$ cat src/rtl/mul_product_accumulator_if.sv
// mul_product_accumulator_if: product input stream and group-result output stream.
interface mul_product_accumulator_if #(
   parameter int PROD_W = 32,
   parameter int ACC_W = 40,
   parameter int CNT_W = 5
);
   logic in_valid, in_ready, in_last;
   logic [PROD_W-1:0] in_product;
   logic out_valid, out_ready, out_sat, out_forced;
   logic [ACC_W-1:0] out_sum;
   logic [CNT_W-1:0] out_count;
   modport master (
      output in_valid, in_product, in_last, out_ready,
      input in_ready, out_valid, out_sum, out_count, out_sat, out_forced
   );
   modport slave (
      input in_valid, in_product, in_last, out_ready,
      output in_ready, out_valid, out_sum, out_count, out_sat, out_forced
   );
endinterface

$ cat src/rtl/mul_product_accumulator.sv
// mul_product_accumulator: sums groups of unsigned products into a saturating accumulator.
module mul_product_accumulator #(
   parameter int PROD_W = 32,
   parameter int ACC_W = 40,
   parameter int MAX_TERMS = 16,
   parameter int CNT_W = $clog2(MAX_TERMS + 1)
) (
   input logic clk,
   input logic reset,
   mul_product_accumulator_if.slave bus
);
   typedef enum logic {ACCUM, HOLD} state_t;
   state_t state;
   logic [ACC_W-1:0] acc;
   logic [CNT_W-1:0] cnt;
   logic sat, forced;
   logic [ACC_W:0] sum;
   assign sum = {1'b0, acc} + {{(ACC_W + 1 - PROD_W){1'b0}}, bus.in_product};
   always_ff @(posedge clk or negedge reset)
      if (!reset) begin
         state <= ACCUM;
         acc <= '0;
         cnt <= '0;
         sat <= 1'b0;
         forced <= 1'b0;
      end else if (state == ACCUM && bus.in_valid) begin
         acc <= sum[ACC_W] ? '1 : sum[ACC_W-1:0];
         sat <= sat | sum[ACC_W];
         cnt <= cnt + 1'b1;
         if (bus.in_last || cnt == CNT_W'(MAX_TERMS - 1)) begin
            state <= HOLD;
            forced <= !bus.in_last;
         end
      end else if (state == HOLD && bus.out_ready) begin
         state <= ACCUM;
         acc <= '0;
         cnt <= '0;
         sat <= 1'b0;
         forced <= 1'b0;
      end
   assign bus.in_ready = state == ACCUM;
   assign bus.out_valid = state == HOLD;
   assign bus.out_sum = acc;
   assign bus.out_count = cnt;
   assign bus.out_sat = sat;
   assign bus.out_forced = forced;
endmodule

$ cat src/flat_wrapper.sv
// flat-port wrapper written by rule: the top's interface ports become plain ports
module mul_product_accumulator_flat 
#(
   parameter int PROD_W = 32,
   parameter int ACC_W = 40,
   parameter int MAX_TERMS = 16,
   parameter int CNT_W = $clog2(MAX_TERMS + 1)
)
  (clk, reset, bus_in_valid, bus_in_product, bus_in_last, bus_out_ready, bus_in_ready, bus_out_valid, bus_out_sum, bus_out_count, bus_out_sat, bus_out_forced);
  mul_product_accumulator_if #(.PROD_W(PROD_W), .ACC_W(ACC_W), .CNT_W(CNT_W)) bus_i ();
  input logic clk;
  input logic reset;
  input wire logic [$bits(bus_i.in_valid)-1:0] bus_in_valid;
  input wire logic [$bits(bus_i.in_product)-1:0] bus_in_product;
  input wire logic [$bits(bus_i.in_last)-1:0] bus_in_last;
  input wire logic [$bits(bus_i.out_ready)-1:0] bus_out_ready;
  output wire logic [$bits(bus_i.in_ready)-1:0] bus_in_ready;
  output wire logic [$bits(bus_i.out_valid)-1:0] bus_out_valid;
  output wire logic [$bits(bus_i.out_sum)-1:0] bus_out_sum;
  output wire logic [$bits(bus_i.out_count)-1:0] bus_out_count;
  output wire logic [$bits(bus_i.out_sat)-1:0] bus_out_sat;
  output wire logic [$bits(bus_i.out_forced)-1:0] bus_out_forced;
  assign bus_i.in_valid = bus_in_valid;
  assign bus_i.in_product = bus_in_product;
  assign bus_i.in_last = bus_in_last;
  assign bus_i.out_ready = bus_out_ready;
  assign bus_in_ready = bus_i.in_ready;
  assign bus_out_valid = bus_i.out_valid;
  assign bus_out_sum = bus_i.out_sum;
  assign bus_out_count = bus_i.out_count;
  assign bus_out_sat = bus_i.out_sat;
  assign bus_out_forced = bus_i.out_forced;
  mul_product_accumulator #(.PROD_W(PROD_W), .ACC_W(ACC_W), .MAX_TERMS(MAX_TERMS), .CNT_W(CNT_W)) u_core (.clk(clk), .reset(reset), .bus(bus_i));
endmodule
$ cat config.mk
export PLATFORM = sky130hd
export DESIGN_NAME = mul_product_accumulator_flat
export DESIGN_NICKNAME = d
export VERILOG_FILES = /design/src/rtl/mul_product_accumulator_if.sv /design/src/rtl/mul_product_accumulator.sv /design/src/flat_wrapper.sv
export SDC_FILE = /design/constraint.sdc
export NUM_CORES = 1
export LEC_CHECK = 0
export BUFFER_PORTS_ARGS = -buffer_cell sky130_fd_sc_hd__buf_4
export CAP_MARGIN = 5
export CORE_ASPECT_RATIO = 1.2
export CORE_UTILIZATION = 50
export CTS_CLUSTER_SIZE = 25
export DETAILED_ROUTE_END_ITERATION = 10
export PLACE_DENSITY_LB_ADDON = 0.3
export SLEW_MARGIN = 30
export SYNTH_ARGS = -nofsm -noshare
export SYNTH_HDL_FRONTEND = slang
export SYNTH_SLANG_ARGS = --single-unit
$ cat constraint.sdc
create_clock -name clk -period 2.6 [get_ports clk]
set_input_delay 0.39 -clock clk [delete_from_list [all_inputs] [get_ports clk]]
set_output_delay 0.39 -clock clk [all_outputs]
set_load 0.005 [all_outputs]
Yosys cells after proc, flatten, opt, wreduce, memory -nomap -nowiden --
Cells that the tools add are included.
Cells by class: add/subtract/negate cells 2, equality and inequality tests 2, mux-type cells 11, bitwise logic cells 2, reduce and logical (&&, ||, !) cells 6
Operators with widths (number):
- 40-bit two-way mux | 3
- 40-bit by 32-bit adder with 41-bit output | 1
- 5-bit two-way mux | 2
- 1-bit two-way mux | 6
- 5-bit by 1-bit adder with 5-bit output (second input constant) | 1
- 5-bit by 4-bit equality test with 1-bit output (second input constant) | 1
- 1-bit logical AND | 2
- 2-bit inequality test (second input constant) | 1
- 2-bit AND reduction | 1
- 2-bit nonzero test | 1
- 1-bit logical NOT | 1
- 1-bit logical OR | 1
- 1-bit inverter | 1
- 1-bit OR | 1
Word-level totals: register bits 48, input port bits 37, output and inout port bits 49

Longest topological paths before layout --
depth after elaboration 4, mapped depth 11, mapped depth without buffers 10

Least setup slack after synthesis --
No wires, ideal clock.
path kind register -> register, start point register u_core.acc[0] (netlist: u_core.bus.out_sum[0]), end point register u_core.acc[26] (netlist: u_core.bus.out_sum[26]), setup time 0.121 ns, arrival 2.482 ns, slack -0.003 ns, stages on the path, launching flop included 11, buffers on the path 0, cell sequence dfrtp_1 -> ha_1 -> fa_1 -> a211oi_1 -> or3_1 -> o2bb2ai_2 -> o21ai_0 -> a311oi_2 -> xnor2_1 -> a22oi_1 -> nand2_1
On the way: word-level cells in the longest chain between the ends 3
Ends and longest elaborated chain:
- from (decl) | RTL line mul_product_accumulator.sv:14 | logic [ACC_W-1:0] acc;
- from (signal assigned) | RTL line mul_product_accumulator.sv:27 | acc <= sum[ACC_W] ? '1 : sum[ACC_W-1:0];
- 40-bit by 32-bit adder with 41-bit output | RTL line mul_product_accumulator.sv:18 | assign sum = {1'b0, acc} + {{(ACC_W + 1 - PROD_W){1'b0}}, bus.in_product};
- 40-bit two-way mux | RTL line mul_product_accumulator.sv:27
- 40-bit two-way mux | RTL line mul_product_accumulator.sv:26 | end else if (state == ACCUM && bus.in_valid) begin
No other way between the ends. A chain may end at the register's enable or synchronous reset.

Final worst setup path --
start point register u_core.acc[0] (netlist: u_core.bus.out_sum[0]), end point register u_core.acc[5] (netlist: u_core.bus.out_sum[5])
Same word-level chain as after synthesis.

==> results.yml <==
run_status:
  status: "finished with violations"
  violations: "negative setup slack"
yosys:
  synth_ff_type: "dfrtp_1"
  synthTopCellsByArea: "dfrtp_1 32%, ha_1 11%, nand2_1 6.4%"
  syn_area_mm2: 0.003791
  synth_common_cells: "65 x nand2_1, 48 x dfrtp_1, 34 x ha_1, 31 x a21oi_1, 30 x o21ai_0"
  yosysUniqueCellTypes: 62
  ys.warnings.count: 0
  synth_most_common_cell: "nand2_1"
  synth.largest_area_cell: "dfrtp_1"
  ys_seq_elements: 48
  syn_nets: 500
  avgSynthCellArea_um2: 8.858
  ys_seq_area_share_pct: 31.68
  ys_async_sr_fraction_pct: 100.0
  synthCells: 428
  yosysTopAreaCellShare_pct: 31.68
  synth_edf_count: 0
power_and_ir_drop:
  cellPowerDensity_mw_per_mm2: 1088
  p_leak_uw: 0.002723
  power_uw: 5846
  ir_drop_mv: 0.6709
final_layout:
  drive_gt1_share_pct: 36.61
  fin_util_pct: 73.86
  finalNonFillerCells: 669
  syn2layout_area_growth_pct: 41.72
  nNetsFinal: 650
  multi_input_area_mm2: 0.002636
  n_antenna_cell: 0
  regArea_mm2: 0.001201
  fillerInstances: 509
grt:
  antenna_found_initial: 0
  grt_first_pass_wirelength_mm: 18.09
  grt_max_degree: 49
  grt_pass1_vias: 4117
  gr-total-overflow: 0
  use_met2_pct: 50.51
  use_met3_pct: 4.038
  busiest_layer: "met2"
  met1_usage_pct: 32.84
  grt_use_total_pct: 28.72
floorplanning:
  dieHeight_um: 97.39
  floorplan.initialDensity_pct: 52.12
  rows: 34
  die_w_um: 81.49
  die_area_mm2: 0.007936
  core_area_mm2: 0.007274
  num_io_pins: 86
placed_design:
  dp_slack_ns: -0.2472
  place_inst: 650
  portBuffers: 85
  dp_hpwl_mm: 7.701
  routabilityCongestion: 0.9151
critical_path:
  crit_path_max_fanout: 5
  critPathKind: "reg -> reg"
  critPathArrivalTime_ns: 2.83
  crit_path_start_kind: "flip-flop"
  cp.required_ns: 2.78
  endpoint_kind: "flip-flop"
routing:
  wl_per_cell_um: 16.72
  drt-initial-drc-count: 256
  drc: 0
  vias: 4010
  firstDrtPassIters: 4
  drtAntennaViolNets: 0
  drt-vias-per-instance: 5.994
  routed_wl_mm: 11.19
clock_network:
  cts_max_level: 2
  cts_max_path_buffers: 2
  clock_latency_ns: 0.32
  cts-buffers-inserted: 5
  cts_tree: "yes"
  clk_pin_slew_ns: 0.11
  cts_root_buf: "clkbuf_8"
  hold_buffers: 0
  cts.sinks: 48
job:
  max_cap_viol_count: 0
timing:
  skew_ns: 0.01517
  layout_min_cycle_time_ns: 2.653
  finalCritPeriodShare_pct: 102.0
  setup_slack_ns: -0.05326
  finalSetupViolCount: 28
  rsz0062_at_grt: "true"
  worst_pin_slew_ns: 0.6833
  slew_headroom_pct: 54.34
  fmax_ghz: 0.3769
  setup_tns_ns: -0.9843
  drv_slew: 0
  finalHoldViolations: 0
worst_hold_path:
  hold_path_class: "in -> async"
-- per-stage QoR --
| step | hold slack, ns | instance area, um2 |
|---|---|---|
| 2_1_floorplan | 0.09441 | 3791 |
| 3_3_place_gp | 0.4456 | 4947 |
| 3_5_place_dp | 0.4552 | 4947 |
| 4_1_cts | 0.1140 | 5278 |
| 5_1_grt | 0.1244 | 5373 |
| 6_report | 0.08116 | 5373 |
-- state kept, by name (all words and copies together), names as in the netlist --
| register | cells |
|---|---|
| u_core.bus.out_sum | 40 |
| u_core.bus.out_forced | 1 |
| u_core.bus.out_count | 5 |
| u_core.bus.out_sat | 1 |
| u_core.bus.out_valid | 1 |
-- cells by family after synthesis --
logic type	after synthesis	synth area share, %
buffers and inverters	23	3.531
AND/OR/NAND/NOR	138	17.66
adder cells (fa/ha/maj)	35	11.75
flip-flops	48	31.68
AO/OA/AOI/OAI	153	28.09
XOR/XNOR	28	6.469
multiplexers	3	0.8251
-- cell type report --
class                   count  share of cell area, %
clock inverters             3                 0.8617
multi-input cells         358                  49.07
flip-flops and latches     48                  22.36
clock buffers               5                  1.281
inverters                   8                 0.5589
well taps                  90                  2.096
repair buffers            157                  23.78
-- worst paths after layout --
kind / slack, ns / depth (start not counted) / endpoint / start
max: -0.05 / 12 / u_core.bus.out_sum[5] / u_core.bus.out_sum[0]
min: 0.08 / 1 / u_core.bus.out_sum[23] / reset
max reg2reg: -0.05 / 12 / u_core.bus.out_sum[5] / u_core.bus.out_sum[0]
min reg2reg: 0.49 / 2 / u_core.bus.out_sat / u_core.bus.out_sat
max in group asynchronous: 2.09 / 1 / u_core.bus.out_sum[37] / reset
min in group clk: 0.27 / 2 / u_core.bus.out_forced / bus_in_last
-- critical path, cell delays in order, from the launching register on --
cell	delay, ns
dfrtp_1	0.39
ha_2	0.20
fa_2	0.37
a211oi_4	0.27
or3_4	0.19
o2bb2ai_4	0.14
o41ai_4	0.08
o21ai_2	0.27
o21ai_4	0.10
nand4_4	0.15
buf_6	0.16
buf_12	0.12
o211ai_2	0.06
-- routing by layer --
layer,vias up,share of wire (%)
met5,-,0
met2,133,52
met4,0,3.1
met3,38,4.3
met1,1945,41
li1,1894,-
-- placed cells by master (no fill, tap or decap), types with 3 or more instances in the layout --
cell type	instances
o21ai_1	3
buf_6	3
dfrtp_1	48
xor2_1	14
nor2_1	17
buf_12	4
nand2_1	61
ha_1	28
o21bai_1	5
a22oi_1	24
ha_2	3
o211ai_2	3
inv_1	8
o211ai_1	5
nand4_1	7
xnor2_1	14
nand3_1	7
nand2b_1	4
buf_4	148
a21oi_1	29
a21o_1	11
a211oi_1	4
ha_4	3
a211o_1	4
clkbuf_8	5
nand2_2	7
nor2b_1	3
o21ai_0	27
o21a_1	5
a31oi_1	3
and3_1	7
nor3_1	8
-- report_power, final --
part           switching [uW]  total, uW  internal (uW)
Sequential                241       1250           1010
Combinational            1960       4010           2050
Clock                     301        592            291
Total                    2500       5850           3350
-- what timing repair did --
item	in CTS	in global routing
gates cloned	3	1
pin swaps	3	7
setup endpoints to repair	38	41
hold endpoints to repair	0	0
resized for setup	19	17
buffers inserted	6	2
Power figures use the tool's default switching activity.
